File: config.mk
export PLATFORM = sky130hd
export DESIGN_NAME = serial_deserializer_16bit
export DESIGN_NICKNAME = d
export VERILOG_FILES = /design/src/rtl/serdes_pkg.sv /design/src/rtl/deser_out_buf.sv /design/src/rtl/serial_deserializer_16bit.sv
export SDC_FILE = /design/constraint.sdc
export NUM_CORES = 1
export LEC_CHECK = 0
export BUFFER_PORTS_ARGS = -buffer_cell sky130_fd_sc_hd__clkbuf_2
export CORE_AREA = 2 2 62 64
export CTS_BUF_LIST = sky130_fd_sc_hd__clkbuf_8
export CTS_CLUSTER_DIAMETER = 200
export DETAILED_ROUTE_END_ITERATION = 8
export DIE_AREA = 0 0 64 66
export GPL_ROUTABILITY_DRIVEN = 1
export PLACE_DENSITY = 0.75
export SYNTH_ARGS = -nofsm -noshare
export SYNTH_HDL_FRONTEND = slang
export SYNTH_SLANG_ARGS = --single-unit
File: constraint.sdc
create_clock -name clk -period 2.1 [get_ports clk]
set_input_delay 0.42 -clock clk [delete_from_list [all_inputs] [get_ports clk]]
set_output_delay 0.42 -clock clk [all_outputs]
set_load 0.005 [all_outputs]
File: src/rtl/serdes_pkg.sv
// Shared constants and types for the serial (de)serializer family.
// Word length, counter width and the bit-order encoding live here.
package serdes_pkg;

  localparam int unsigned WIDTH = 16;
  localparam int unsigned CNT_W = $clog2(WIDTH) + 1;

  typedef enum logic {
    LSB_FIRST = 1'b0,
    MSB_FIRST = 1'b1
  } bit_order_t;

endpackage

File: src/rtl/deser_out_buf.sv
// One-entry valid/ready holding register for assembled words.
// Flags a sticky overrun when a completed word finds the buffer occupied.
module deser_out_buf
  import serdes_pkg::*;
(
  input  logic             clk,
  input  logic             rst_n,
  input  logic             clear,
  input  logic [WIDTH-1:0] word,
  input  logic             word_done,
  input  logic             data_ready,
  output logic [WIDTH-1:0] data_out,
  output logic             data_valid,
  output logic             overrun
);

  logic [WIDTH-1:0] data_q, data_d;
  logic             valid_q, valid_d;
  logic             over_q, over_d;
  logic             buf_free;

  always_comb begin
    data_d   = data_q;
    valid_d  = valid_q;
    over_d   = over_q;
    // Accepting the old word this cycle frees the slot for a new one.
    buf_free = ~valid_q | data_ready;
    if (word_done) begin
      if (buf_free) begin
        data_d  = word;
        valid_d = 1'b1;
      end else begin
        over_d = 1'b1;
      end
    end else if (valid_q && data_ready) begin
      valid_d = 1'b0;
    end
    if (clear) begin
      over_d = 1'b0;
    end
  end

  always_ff @(posedge clk or negedge rst_n) begin
    if (!rst_n) begin
      data_q  <= '0;
      valid_q <= 1'b0;
      over_q  <= 1'b0;
    end else begin
      data_q  <= data_d;
      valid_q <= valid_d;
      over_q  <= over_d;
    end
  end

  assign data_out   = data_q;
  assign data_valid = valid_q;
  assign overrun    = over_q;

endmodule

File: src/rtl/serial_deserializer_16bit.sv
// Serial-to-parallel receiver: collects qualified bits MSB- or LSB-first
// per word and hands each completed word to a one-entry output buffer.
module serial_deserializer_16bit
  import serdes_pkg::*;
(
  input  logic             clk,
  input  logic             rst_n,
  input  logic             clear,
  input  logic             msb_first,
  input  logic             ser_in,
  input  logic             ser_valid,
  output logic [WIDTH-1:0] data_out,
  output logic             data_valid,
  input  logic             data_ready,
  output logic [CNT_W-1:0] bit_count,
  output logic             overrun
);

  logic [WIDTH-1:0] sh_q, sh_d;
  logic [CNT_W-1:0] cnt_q, cnt_d;
  bit_order_t       mode_q, mode_d, word_mode;
  logic             accept;
  logic             word_done;

  always_comb begin
    sh_d      = sh_q;
    cnt_d     = cnt_q;
    mode_d    = mode_q;
    // The order is taken from the pin only on the first bit of a word.
    word_mode = (cnt_q == '0) ? bit_order_t'(msb_first) : mode_q;
    accept    = ser_valid & ~clear;
    word_done = accept & (cnt_q == CNT_W'(WIDTH - 1));
    if (clear) begin
      sh_d   = '0;
      cnt_d  = '0;
      mode_d = MSB_FIRST;
    end else if (ser_valid) begin
      mode_d = word_mode;
      if (word_mode == MSB_FIRST) begin
        sh_d = {sh_q[WIDTH-2:0], ser_in};
      end else begin
        sh_d = {ser_in, sh_q[WIDTH-1:1]};
      end
      cnt_d = word_done ? '0 : cnt_q + CNT_W'(1);
    end
  end

  always_ff @(posedge clk or negedge rst_n) begin
    if (!rst_n) begin
      sh_q   <= '0;
      cnt_q  <= '0;
      mode_q <= MSB_FIRST;
    end else begin
      sh_q   <= sh_d;
      cnt_q  <= cnt_d;
      mode_q <= mode_d;
    end
  end

  deser_out_buf u_out_buf (
    .clk        (clk),
    .rst_n      (rst_n),
    .clear      (clear),
    .word       (sh_d),
    .word_done  (word_done),
    .data_ready (data_ready),
    .data_out   (data_out),
    .data_valid (data_valid),
    .overrun    (overrun)
  );

  assign bit_count = cnt_q;

endmodule

Yosys cells after proc, flatten, opt, wreduce, memory -nomap -nowiden:

Index checks and enable logic that the tools add are counted.

* equality and inequality tests: 3
* mux-type cells: 15
* reduce and logical (&&, ||, !) cells: 8
* bitwise gates (word level): 5
* $add $sub $neg: 1

Operators with widths (count)
* $mux 16: 3
* $mux 5: 3
* $mux 1: 9
* $reduce_and 2->1: 3
* $reduce_bool 2->1: 3
* $add 5x1->5 const B: 1
* $eq 5x4->1 const B: 1
* $logic_not 5->1: 1
* $ne 2x2->1 const B: 2
* $and 1x1->1: 2
* $not 1->1: 2
* $logic_and 1x1->1: 1
* $or 1x1->1: 1

* register bits: 40
* word-level logic and storage cells: 38

Depth between registers and ports, before layout:

* word-level depth: 6
* mapped depth: 7

Modules after synthesis:

Synthesis repeated with hierarchy kept, for this count alone.

* cell total of the unflattened synthesis: 165
* area, all modules: 1966.9 µm²

By module, submodules not included
* serial_deserializer_16bit: area each 1232.4 µm², instances 1, cells each 124, sequential area each 551.8 µm²
* deser_out_buf: area each 734.5 µm², instances 1, cells each 41, sequential area each 450.4 µm²

Worst setup path after synthesis:

OpenSTA, ideal clock, no wires.

* path type: register -> register
* from: register cnt_q[0], in the netlist bit_count[0]
* to: register u_out_buf.data_q[10], in the netlist u_out_buf.data_out[10]
* clock period less this slack: 1.820 ns
* cell stages (with the launch flop): 8
* arrival time: 1.725 ns
* data required time: 2.005 ns
* buffers on the path: 1
* path slack: 0.280 ns
* cell sequence: dfrtp_1 -> inv_1 -> ha_1 -> nor4b_4 -> mux2i_1 -> buf_2 -> nor2_1 -> o31ai_1

* word-level cells in the longest chain between the ends: 5

RTL lines
* from (decl): RTL line serial_deserializer_16bit.sv:20 `logic [CNT_W-1:0] cnt_q, cnt_d;`
* from (signal assigned): RTL line serial_deserializer_16bit.sv:55 `cnt_q <= cnt_d;`
* $logic_not 5->1: RTL line serial_deserializer_16bit.sv:30 `word_mode = (cnt_q == '0) ? bit_order_t'(msb_first) : mode_q;`
* $mux 1: RTL line serial_deserializer_16bit.sv:30
* $mux 16: RTL line serial_deserializer_16bit.sv:39 `if (word_mode == MSB_FIRST) begin`
* $mux 16: RTL line serial_deserializer_16bit.sv:37 `end else if (ser_valid) begin`
* $mux 16: RTL line serial_deserializer_16bit.sv:33 `if (clear) begin`
* to (signal assigned): RTL line deser_out_buf.sv:49 `data_q <= data_d;`
* to (decl): RTL line deser_out_buf.sv:17 `logic [WIDTH-1:0] data_q, data_d;`

Parallel ways exist; a longest one is shown, timed or not.
A chain may end at the register's enable or synchronous reset.

Final worst setup path:

* from: register cnt_q[0], in the netlist bit_count[0]
* to: register u_out_buf.data_q[15], in the netlist u_out_buf.data_out[15]

Same word-level chain as after synthesis.

==> qor.txt <==
Die Wd - 64 µm
die area - 4220 µm²
max-slew violation count - 0
largest net degree at the start of global routing - 38
share of cells above drive strength 1 - 21.5%
Layout Nets - 236
Final HPWL DP - 2.49 mm
routed vias - 1,504
final setup violation count - 0
register area share after synthesis - 53.4%
Setup Skew - 0.00587 ns
Worst Hold Class - input pin to asynchronous set/reset pin
Cell Rows - 22
Critical Path RT - 2.29 ns
CTS clk-pin slew, worst paths - 0.07 ns
met3 Resource Use GR - 3.75%
Die Span Y - 66 µm
Root Driver - clkbuf_8
Fillers - 311
Slowest-stage cell, CP - mux2_4
drt first pass iters - 4
worst vdd ir - 0.508 mV
WL per Instance - 13.0 µm
drt initial violations - 73
Synth Flop Type - dfrtp_1
drc violations - 0
highest cell delay on the worst timing path - 0.44 ns
vias per cell - 5.45
initial antenna violation count - 0
core box area - 3550 µm²
Max Fclk - 516 MHz
Port Buffers - 29
Synth top area share - 52.0%
post-synth top area cell - dfrtp_1
grt met2 use - 32.7%
Final GP Congestion - 0.785
mapped cell area - 1880 µm²
Final min period - 1.94 ns
syn_area_per_cell - 9.62 µm²
outcome - complete, no violations
critical path fanouts, max - 18
TNS Setup - 0 ns
Post-synth EDFFs - 0
async set or reset register ratio after synthesis - 100%
Max Cap Viol - 0
Detailed Route WL - 3.59 mm
grt met1 use - 23.8%
Hold Fails Final Rpt - 0
Worst setup SP type - flop
CTS H-tree depth - 2
post-route insts no fill - 276
antenna diode count - 0
busiest grt layer - met2
gr usage total - 19.3%
starting density of the core - 52.8%
post-CTS setup buffers - 0
CTS tree - built
global route overflow - 0
main area contributors after synthesis - dfrtp_1 (52%), nor2_1 (8.8%), o31ai_1 (5.2%), nand2_1 (4.4%), nor4_1 (4.3%)
CTS Buf Count - 5
# clock sinks - 40
Yosys cell types - 32
first-pass GRT wire length - 6.26 mm
P_leak - 1.08 nW
clk_lat worst skew - 0.29 ns
#FFs+latches synth - 40
unrepaired setup endpoints after global routing - no
Worst-Margin Slew - 0.662 ns
critical path type - flop to flop
CP Capture Type - flop
Pwr Density - 709 nW/µm²
Placed Cells - 268
CTS max path bufs - 2
antenna viol nets, final - 0
CP arrival - 2.13 ns
Mapped Cells - 195
vias in the first global route - 1,415
final worst-path cycle share - 92.4%
Synthesis Warnings - 0
Slew HR - 55.9%
Area growth, synth to finish - 16.3%
worst path cell trace - inv_1 > ha_1 > nor4b_4 > mux2_4 > o21ba_2 > a22o_1
syn nets - 204
io pins - 30
worst reg-to-reg setup slack - 0.16 ns
==> final cells by class <==
cell class | instances | area, µm² | area share (%)
clock inverter | 2 | 7.51 | 0.344
inverter | 4 | 15.0 | 0.688
multi-input combinational | 140 | 805 | 36.9
clock buffer | 6 | 82.6 | 3.78
sequential | 40 | 1000 | 45.9
tap | 48 | 60.1 | 2.75
timing repair buffer | 36 | 210 | 9.63
==> synthesized netlist by cell type (3+ instances only) <==
master and instances:
dfrtp_1 39, or2b_1 7, clkbuf_1 9, nor4_1 13, nand2_1 22, o21ai_0 6
nand2b_1 9, inv_1 4, mux2i_1 3, nor2_1 44, o31ai_1 13
==> worst max-delay path: cells and delay by family (launching register included) <==
| family | cells | cell delay [ns] |
|---|---|---|
| AO/OA/AOI/OAI | 2 | 0.41 |
| adder cells (fa/ha/maj) | 1 | 0.15 |
| buffers and inverters | 1 | 0.08 |
| flip-flops | 1 | 0.43 |
| multiplexers | 1 | 0.44 |
| AND/OR/NAND/NOR | 1 | 0.31 |
==> where the power goes <==
part	leakage (nW)	total (mW)	switching [mW]	internal, mW
registers	0.541	0.824	0.0193	0.805
logic	0.487	0.214	0.131	0.0822
clock network	0.0538	0.510	0.252	0.258
total	1.08	1.55	0.403	1.15
==> through the flow <==
stage | setup WS (ns) | hold slack [ns] | area, µm² | util, % | power [mW]
5_1_grt | 0.0664 | 0.188 | 2180 | 61.5 | 1.63
3_3_place_gp | 0.244 | 0.461 | 2090 | 58.8 | 1.05
6_report | 0.161 | 0.145 | 2180 | 61.5 | 1.55
4_1_cts | 0.146 | 0.163 | 2180 | 61.3 | 1.57
3_5_place_dp | 0.152 | 0.470 | 2090 | 58.8 | 1.05
2_1_floorplan | 0.280 | 0.124 | 1880 | - | 0.994
==> registers in the layout, summed over array words and instances (netlist names) <==
| signal | cells |
|---|---|
| u_out_buf.data_valid | 1 |
| bit_count | 5 |
| mode_q | 1 |
| sh_q | 16 |
| u_out_buf.overrun | 1 |
| u_out_buf.data_out | 16 |
==> logic make-up after synthesis <==
| logic type | Yosys count | share of synthesized area [%] |
|---|---|---|
| AND/OR/NAND/NOR | 107 | 28.6 |
| flip-flops | 40 | 53.4 |
| AO/OA/AOI/OAI | 25 | 9.41 |
| buffers and inverters | 15 | 3.94 |
| multiplexers | 4 | 2.40 |
| XOR/XNOR | 2 | 0.934 |
| adder cells (fa/ha/maj) | 2 | 1.33 |
==> path summary, 6_finish.rpt <==
path / startpoint / end / cells after the start
max in group asynchronous: rst_n / sh_q[10]$_DFF_PN0_ / 2
setup / recovery: bit_count[0]$_DFFE_PN0P_ / u_out_buf.data_out[15]$_DFFE_PN0P_ / 6
hold reg to reg: u_out_buf.data_out[9]$_DFFE_PN0P_ / u_out_buf.data_out[9]$_DFFE_PN0P_ / 2
min in group clk: msb_first / mode_q$_DFFE_PN1P_ / 2
setup reg to reg: bit_count[0]$_DFFE_PN0P_ / u_out_buf.data_out[15]$_DFFE_PN0P_ / 6
hold / removal: rst_n / bit_count[1]$_DFFE_PN0P_ / 1
==> routing by layer <==
metal | up-vias | share of wire (%)
li1 | 732 | -
met3 | 7 | 4.2
met2 | 35 | 47
met5 | - | 0
met4 | 0 | 2.0
met1 | 730 | 46
==> cell usage in the layout (no fill, tap or decap), drive strengths merged <==
cell    count
nor2       44
o31ai      13
o21ai       6
nand3b      1
and2        1
a311o       1
o21ba       1
nor2b       1
o22ai       1
dfstp       1
nor3        2
nand2b      9
a21oi       1
mux2        1
nand3       2
and4        1
or2b        7
mux2i       3
nor4       13
nor4b       1
a21boi      1
clkbuf     35
nand4b      1
a22o        1
xor2        2
ha          2
nor3b       2
buf         7
inv         6
nand2      22
dfrtp      39
==> repair_timing <==
action / CTS / global route
setup endpoints to repair: 0 / 1
hold buffers: 0 / 0
resized for setup: 0 / 1
Power figures use the tool's default switching activity.
